File: config.mk
export PLATFORM = sky130hd
export DESIGN_NAME = data_memory_mmio
export DESIGN_NICKNAME = d
export VERILOG_FILES = /design/src/rtl/dmem_pkg.sv /design/src/rtl/sync2.sv /design/src/rtl/data_memory_mmio.sv
export SDC_FILE = /design/constraint.sdc
export NUM_CORES = 2
export LEC_CHECK = 0
export CAP_MARGIN = 30
export CORE_UTILIZATION = 50
export DETAILED_ROUTE_END_ITERATION = 8
export PLACE_DENSITY = 0.64
export SYNTH_ARGS = -nofsm -noshare
export SYNTH_HDL_FRONTEND = slang
export SYNTH_HIERARCHICAL = 1
export SYNTH_SLANG_ARGS = --single-unit
File: constraint.sdc
create_clock -name clk -period 3.9 [get_ports clk]
set_input_delay 0.39 -clock clk [delete_from_list [all_inputs] [get_ports clk]]
set_output_delay 0.39 -clock clk [all_outputs]
set_load 0.05 [all_outputs]
File: src/rtl/dmem_pkg.sv
// rtl/dmem_pkg.sv - shared decode types and MMIO register map for data_memory_mmio
package dmem_pkg;

  typedef enum logic [1:0] {
    REG_RAM,
    REG_MMIO,
    REG_OOR
  } region_e;

  localparam logic [11:0] OFF_LED    = 12'h000;
  localparam logic [11:0] OFF_SW     = 12'h004;
  localparam logic [11:0] OFF_CYCLE  = 12'h008;
  localparam logic [11:0] OFF_STORES = 12'h00C;
  localparam logic [11:0] OFF_STATUS = 12'h010;

  localparam int ST_MISALIGN = 0;
  localparam int ST_OOR      = 1;

endpackage

File: src/rtl/sync2.sv
// rtl/sync2.sv - parameterised two-flop synchronizer
module sync2 #(
  parameter int unsigned W = 8
) (
  input  logic         clk,
  input  logic         rst_n,
  input  logic [W-1:0] d_i,
  output logic [W-1:0] q_o
);

  logic [W-1:0] meta_q;
  logic [W-1:0] sync_q;

  always_ff @(posedge clk or negedge rst_n) begin
    if (!rst_n) begin
      meta_q <= '0;
      sync_q <= '0;
    end else begin
      meta_q <= d_i;
      sync_q <= meta_q;
    end
  end

  assign q_o = sync_q;

endmodule

File: src/rtl/data_memory_mmio.sv
// rtl/data_memory_mmio.sv - data RAM plus MMIO page on the datapath memory port
module data_memory_mmio
  import dmem_pkg::*;
#(
  parameter int unsigned DEPTH_WORDS = 64,
  parameter logic [31:0] MMIO_BASE   = 32'h0000_1000,
  parameter int unsigned LED_W       = 8,
  parameter int unsigned SW_W        = 8
) (
  input  logic             clk,
  input  logic             rst_n,
  input  logic             MemWrite,
  input  logic [31:0]      Addr,
  input  logic [31:0]      WriteData,
  output logic [31:0]      ReadData,
  input  logic [SW_W-1:0]  sw_in,
  output logic [LED_W-1:0] led_out,
  output logic             err_irq
);

  localparam int unsigned AW        = $clog2(DEPTH_WORDS);
  localparam logic [31:0] RAM_BYTES = 32'(DEPTH_WORDS * 4);

  region_e          region;
  logic             aligned;
  logic             ram_we;
  logic             mmio_we;
  logic [11:0]      mmio_off;
  logic [AW-1:0]    ram_idx;
  logic [SW_W-1:0]  sw_sync;

  logic [31:0]      mem_q [DEPTH_WORDS];
  logic [LED_W-1:0] led_q, led_d;
  logic [31:0]      cycle_q, cycle_d;
  logic [31:0]      stores_q, stores_d;
  logic [1:0]       status_q, status_d;
  logic [1:0]       st_set, st_clr;
  logic             err_q;

  assign aligned  = (Addr[1:0] == 2'b00);
  assign mmio_off = {Addr[11:2], 2'b00};
  assign ram_idx  = Addr[AW+1:2];

  always_comb begin
    region = REG_OOR;
    if (Addr[31:12] == MMIO_BASE[31:12]) begin
      region = REG_MMIO;
    end else if (Addr < RAM_BYTES) begin
      region = REG_RAM;
    end
  end

  // Enables derive from the decode, so an unknown address never reaches the array.
  assign ram_we  = rst_n && MemWrite && aligned && (region == REG_RAM);
  assign mmio_we = MemWrite && aligned && (region == REG_MMIO);

  always_ff @(posedge clk) begin
    if (ram_we) begin
      mem_q[ram_idx] <= WriteData;
    end
  end

  sync2 #(.W(SW_W)) u_sw_sync (
    .clk   (clk),
    .rst_n (rst_n),
    .d_i   (sw_in),
    .q_o   (sw_sync)
  );

  always_comb begin
    led_d    = led_q;
    cycle_d  = cycle_q + 32'd1;
    stores_d = stores_q;
    st_set   = '0;
    st_clr   = '0;
    if (mmio_we && (mmio_off == OFF_LED)) led_d = WriteData[LED_W-1:0];
    if (mmio_we && (mmio_off == OFF_STATUS)) st_clr = WriteData[1:0];
    if (ram_we && (stores_q != '1)) stores_d = stores_q + 32'd1;
    if (MemWrite && !aligned) st_set[ST_MISALIGN] = 1'b1;
    if (MemWrite && (region == REG_OOR)) st_set[ST_OOR] = 1'b1;
    // A new error on the same edge as its clear must survive.
    status_d = (status_q & ~st_clr) | st_set;
  end

  always_ff @(posedge clk or negedge rst_n) begin
    if (!rst_n) begin
      led_q    <= '0;
      cycle_q  <= '0;
      stores_q <= '0;
      status_q <= '0;
      err_q    <= 1'b0;
    end else begin
      led_q    <= led_d;
      cycle_q  <= cycle_d;
      stores_q <= stores_d;
      status_q <= status_d;
      err_q    <= |status_d;
    end
  end

  assign led_out = led_q;
  assign err_irq = err_q;

  always_comb begin
    ReadData = '0;
    case (region)
      REG_RAM:  ReadData = mem_q[ram_idx];
      REG_MMIO: begin
        case (mmio_off)
          OFF_LED:    ReadData = 32'(led_q);
          OFF_SW:     ReadData = 32'(sw_sync);
          OFF_CYCLE:  ReadData = cycle_q;
          OFF_STORES: ReadData = stores_q;
          OFF_STATUS: ReadData = {30'b0, status_q};
          default:    ReadData = '0;
        endcase
      end
      default:  ReadData = '0;
    endcase
  end

endmodule

# ---- Word-level counts from Yosys, hierarchy flattened
# Memories as Yosys holds them, arrays and structs flattened.
# Index checks and enable logic that the tools add are counted.
dict set report op_classes {
  addsub 2
  n_eq_ne 8
  reduce_logical 15
  bitwise 3
  n_mux 9
  order_cmp 1
}
# cell n
set op_table {}
lappend op_table {{32-bit one-hot mux with 5 select lines} 1}
lappend op_table {{32-bit by 1-bit adder with 32-bit output, second input constant} 2}
lappend op_table {{32-bit one-hot mux with 2 select lines} 1}
lappend op_table {{32-bit by 9-bit < comparator with 1-bit output, second input constant} 1}
lappend op_table {{32-bit inequality test, second input constant} 1}
lappend op_table {{10-bit by 2-bit equality test with 1-bit output, second input constant} 2}
lappend op_table {{20-bit by 1-bit equality test with 1-bit output, second input constant} 1}
lappend op_table {{12-bit zero test} 1}
lappend op_table {{10-bit by 1-bit equality test with 1-bit output, second input constant} 1}
lappend op_table {{10-bit by 3-bit equality test with 1-bit output, second input constant} 1}
lappend op_table {{1-bit logical AND} 10}
lappend op_table {{2-bit two-way mux} 3}
lappend op_table {{2-bit zero test} 2}
lappend op_table {{1-bit two-way mux} 4}
lappend op_table {{2-bit AND} 1}
lappend op_table {{2-bit by 1-bit equality test with 1-bit output, second input constant} 1}
lappend op_table {{2-bit equality test, second input constant} 1}
lappend op_table {{2-bit inverter} 1}
lappend op_table {{2-bit bitwise OR} 1}
lappend op_table {{2-bit OR reduction} 1}
lappend op_table {{1-bit zero test} 1}
dict set report totals {
  inputBits 75
  memories 1
  regBits 91
  output_inout_bits 41
  mem_bits_rw 2048
}
# memory words width read_ports rd_clocked_by_memory_dff write_ports line
set mem_list {}
lappend mem_list {mem_q 64 32 1 0 1 data_memory_mmio.sv:32} ;# logic [31:0] mem_q [DEPTH_WORDS];

# ---- Longest topological paths before layout
dict set report depth {
  depth_word 11
  ltp_mapped 11
  mapped_depth_nobuf 7
}

# ---- Modules after synthesis
# The synthesis kept the hierarchy.
# module area_each_um2 n_inst seq_area_each_um2 cells_per_inst
set by_module_without_submodules {}
lappend by_module_without_submodules {data_memory_mmio 81833.5 1 63375.8 3766}
lappend by_module_without_submodules {sync2 400.4 1 400.4 16}

# ---- Least setup slack after synthesis
# No wires, ideal clock.
dict set report synth_timing {
  path_kind {input to register}
  from {input Addr[2]}
  to {memory mem_q[11][0], enable pin}
  arrival_time_ns 3.345
  slack_ns 0.134
  cell_stages 9
  cell_sequence {buf_2 buf_4 buf_2 buf_2 and2_1 buf_2 buf_2 nand2_1 nor2_1}
}
dict set report synth_via {
  elab_chain_cells 7
}
# element line
set synth_lines {}
lappend synth_lines {{from (decl)} data_memory_mmio.sv:13} ;# input logic [31:0] Addr,
lappend synth_lines {{32-bit by 9-bit < comparator with 1-bit output} data_memory_mmio.sv:48} ;# end else if (Addr < RAM_BYTES) begin
lappend synth_lines {{2-bit two-way mux} data_memory_mmio.sv:48}
lappend synth_lines {{2-bit two-way mux} data_memory_mmio.sv:46} ;# if (Addr[31:12] == MMIO_BASE[31:12]) begin
lappend synth_lines {{2-bit zero test} data_memory_mmio.sv:54} ;# assign ram_we = rst_n && MemWrite && aligned && (region == REG_RAM);
lappend synth_lines {{1-bit logical AND} data_memory_mmio.sv:54}
lappend synth_lines {{1-bit two-way mux} data_memory_mmio.sv:58} ;# if (ram_we) begin
lappend synth_lines {{1-bit two-way mux (implied by the code)} data_memory_mmio.sv:59} ;# mem_q[ram_idx] <= WriteData;
lappend synth_lines {{to (decl)} data_memory_mmio.sv:32}
# Parallel ways exist; a longest one is shown, timed or not.

# ---- Worst setup path in the final report
dict set report layout_timing {
  from {input Addr[9]}
  to {output ReadData[7]}
}
dict set report layout_via {
  elab_chain_cells 5
  elab_cells_between_ends 12
}
# element line
set layout_lines {}
lappend layout_lines {{32-bit by 9-bit < comparator with 1-bit output} data_memory_mmio.sv:48}
lappend layout_lines {{2-bit two-way mux} data_memory_mmio.sv:48}
lappend layout_lines {{2-bit two-way mux} data_memory_mmio.sv:46}
lappend layout_lines {{2-bit by 1-bit equality test with 1-bit output / 2-bit zero test (equally long branches)} data_memory_mmio.sv:106} ;# case (region)
lappend layout_lines {{32-bit one-hot mux with 2 select lines *} data_memory_mmio.sv:106}
lappend layout_lines {{to (decl)} data_memory_mmio.sv:15} ;# output logic [31:0] ReadData,
# Every way passes the cells marked *; elsewhere a longest branch is shown, timed or not.

==> impl_metrics.py <==
metrics = {
    "outcome": {
        "outcome": "finished, final reports clean",
    },
    "synth": {
        "synth_area_leader_cell": "edfxtp_1",
        "synth_top_area_share_pct": 74.8,
        "synth_fp_nets": 3859,
        "syn_area_um2": 82200,
        "yosys_warnings": 6,
        "ys_seq_area_share_pct": 77.6,
        "syn_avg_cell_area_um2": 21.7,
        "synthFlopType": "edfxtp_1",
        "netlist_instances": 3782,
        "synth_cell_types": 65,
        "synth_edf_count": 2048,
        "synth_area_leaders": "edfxtp_1 75%, mux4_2 13%, dfrtp_1 2.8%, mux2i_1 1.9%, a22oi_1 0.94%",
        "async_reset_ff_share_pct": 4.25,
        "ys_seq_elements": 2139,
    },
    "final_layout": {
        "drive_gt1_share_pct": 30.0,
        "final_cells": 6676,
        "final_common_cell": "edfxtp_1",
        "fin_nets": 4399,
        "layout_common_cells": "2048 x edfxtp_1, 475 x mux4_2, 270 x buf_4, 214 x clkbuf_16, 160 x buf_12",
        "syn_to_final_growth_pct": 18.5,
    },
    "grt": {
        "grt_start_max_net_pins": 66,
        "grt_pass1_vias": 42100,
        "track_usage_pct": 27.0,
        "overflow": 0,
        "antenna_found_initial": 8,
        "grt_pass1_wl_um": 316000,
    },
    "die": {
        "core_um2": 163000,
        "die_x_um": 408,
        "ios": 116,
        "dieArea_um2": 166000,
        "rows": 148,
        "chipHeight_um": 408,
        "start_util_pct": 50.5,
    },
    "route": {
        "vias_per_cell": 6.37,
        "wl_met3_um": 21000,
        "wl_um": 223000,
        "antenna_left": 0,
        "highest_layer": "met5",
        "met1_length_um": 92000,
        "post-route-drc-count": 0,
        "wl_met2_um": 104000,
        "drt_iter0_drc": 5520,
        "detail_route.first_pass.iterations": 5,
        "vias": 42500,
        "wl_per_cell_um": 33.4,
    },
    "timing": {
        "slew-limit-headroom_pct": 36.3,
        "slew_viol_final": 0,
        "rsz0062_at_grt": "no",
        "hold_viol_final": 0,
        "worst_pin_slew_ps": 956,
        "fmax_mhz": 262,
        "holdWs_ps": 11.9,
        "fin_crit_sh_pct": 97.9,
        "final.setup.tns_ps": 0,
        "finalCriticalPeriod_ps": 3820,
        "skew_ps": 15.9,
        "setup_viol": 0,
        "setup_ws_ps": 83.5,
    },
    "placement": {
        "dp_cells": 6256,
        "post-dp-hpwl_um": 138000,
        "portBuffers": 115,
        "dp_slack_ps": -103,
        "place_congestion": 0.866,
    },
    "clock_network": {
        "cts_tree": "done",
        "cts_buffer_depth": 3,
        "cts_root_buf": "clkbuf_16",
        "cts.sinks": 2139,
        "cts_setup_buffers": 0,
        "clk_pin_slew_ps": 60,
        "cts_buffers": 209,
        "cts_max_level": 4,
        "clk_latency_ps": 860,
    },
    "setup_path": {
        "worstSetupPathType": "input port to output pin",
        "cp_data_required_time_ps": 3510,
        "worstReg2RegStart": "cycle_q[0]$_DFF_PN0_",
        "endpoint_kind": "output pin",
        "critPathLaunchType": "input port",
        "crit_arrival_ps": 3430,
        "r2r_slack_ps": 1760,
        "reg2reg_to": "cycle_q[31]$_DFF_PN0_",
        "r2r_cells": 6,
        "critPathMaxFanout": 13,
    },
    "min_path": {
        "hold_depth": 2,
        "min-delay-start": "WriteData[5]",
        "hold_path_end": "mem_q[15][5]$_DFFE_PP_",
        "hold_path.class": "input port to flip-flop",
    },
    "power": {
        "p_leak_nw": 31.5,
        "p_total_mw": 47.5,
        "irDropWorstVdd_mv": 0.412,
        "p_per_area_nw_per_um2": 487,
    },
    "flow_run": {
        "maxCapViolCount": 0,
    },
}
==> how the worst max path moves through the flow <==
stage / from / end / cells past startpoint
after floorplan: Addr[2] / mem_q[11][0]$_DFFE_PP_ / 9
after global placement: Addr[9] / ReadData[24] / 8
after detailed placement: Addr[9] / ReadData[18] / 8
after CTS: Addr[9] / ReadData[28] / 8
after global routing: Addr[8] / ReadData[12] / 9
final: Addr[9] / ReadData[7] / 11
==> power breakdown <==
| part | total [mW] | switching (mW) | internal (mW) |
|---|---|---|---|
| logic | 2.22 | 1.36 | 0.863 |
| clock network | 20.1 | 8.61 | 11.5 |
| registers | 25.2 | 0.00386 | 25.2 |
==> per-stage QoR <==
| stage | utilization (%) | area [µm²] |
|---|---|---|
| 2_1_floorplan | - | 82200 |
| 3_3_place_gp | 55.2 | 90000 |
| 3_5_place_dp | 55.4 | 90200 |
| 4_1_cts | 59.7 | 97300 |
| 5_1_grt | 59.8 | 97500 |
| 6_report | 59.8 | 97500 |
==> critical path, stage by stage <==
cell and delay [ps]:
clkdlybuf4s50_1 390, or4_1 690, nor2_1 250, nand3_2 130, buf_12 180, buf_4 180
a31oi_1 320, o21ai_0 210, o32ai_1 320, buf_4 210, buf_12 140
==> sequential cells by signal (all words and copies together) (netlist names) <==
| signal | count |
|---|---|
| mem_q | 2048 |
| cycle_q | 32 |
| stores_q | 32 |
| led_out | 8 |
| u_sw_sync/meta_q | 8 |
| u_sw_sync/q_o | 8 |
| status_q | 2 |
| err_irq | 1 |
==> per-layer routing <==
| metal | vias to the layer above | track usage, % |
|---|---|---|
| li1 | 17100 | - |
| met1 | 22900 | 39.9 |
| met2 | 2157 | 41.4 |
| met3 | 301 | 5.41 |
| met4 | 4 | 7.06 |
| met5 | - | 0 |
==> cells in the mapped netlist (9+ instances only) <==
library cell / instances
edfxtp_1: 2048
mux4_2: 475
mux2i_1: 154
nor2_1: 113
a22oi_1: 103
nand2_1: 98
clkbuf_1: 91
dfrtp_1: 91
nand3_1: 56
o22ai_1: 56
buf_2: 53
xnor2_1: 50
buf_4: 42
a211oi_1: 38
nand4_1: 29
a21oi_1: 28
a221oi_1: 25
o21ai_0: 25
a2111oi_0: 24
and3_1: 16
a22o_1: 15
inv_1: 12
buf_1: 11
xor2_1: 11
buf_6: 9
==> area by class of cell <==
| type | count | area [µm²] |
|---|---|---|
| Tap cell | 2175 | 2720 |
| Multi-Input combinational cell | 1423 | 18000 |
| Timing Repair Buffer | 536 | 6130 |
| Antenna cell | 3 | 7.51 |
| Fill cell | 11500 | 65500 |
| Inverter | 13 | 53.8 |
| Clock buffer | 265 | 5610 |
| Sequential cell | 2139 | 63800 |
| Clock inverter | 122 | 1180 |
==> kinds of logic (layout without fill, tap and decap cells) <==
kind of cell	count (synthesis)	in the layout	synth area share, %
flops	2139	2139	77.6
xor+xnor	61	61	0.650
compound gates	364	364	3.25
mux	641	641	15.1
simple gates	355	355	2.07
buf+inv	220	936	1.36
other cells	0	3	0
fa+ha+maj	2	2	0.0304
==> timing repair <==
| item | CTS | global route |
|---|---|---|
| endpoints found under the setup margin | 6 | 4 |
| hold endpoints to repair | 235 | 15 |
| hold buffers | 23 | 2 |
| gates resized for setup | 7 | 5 |
| gates cloned | 0 | 0 |
No activity file was read; power rests on OpenSTA's default activity.
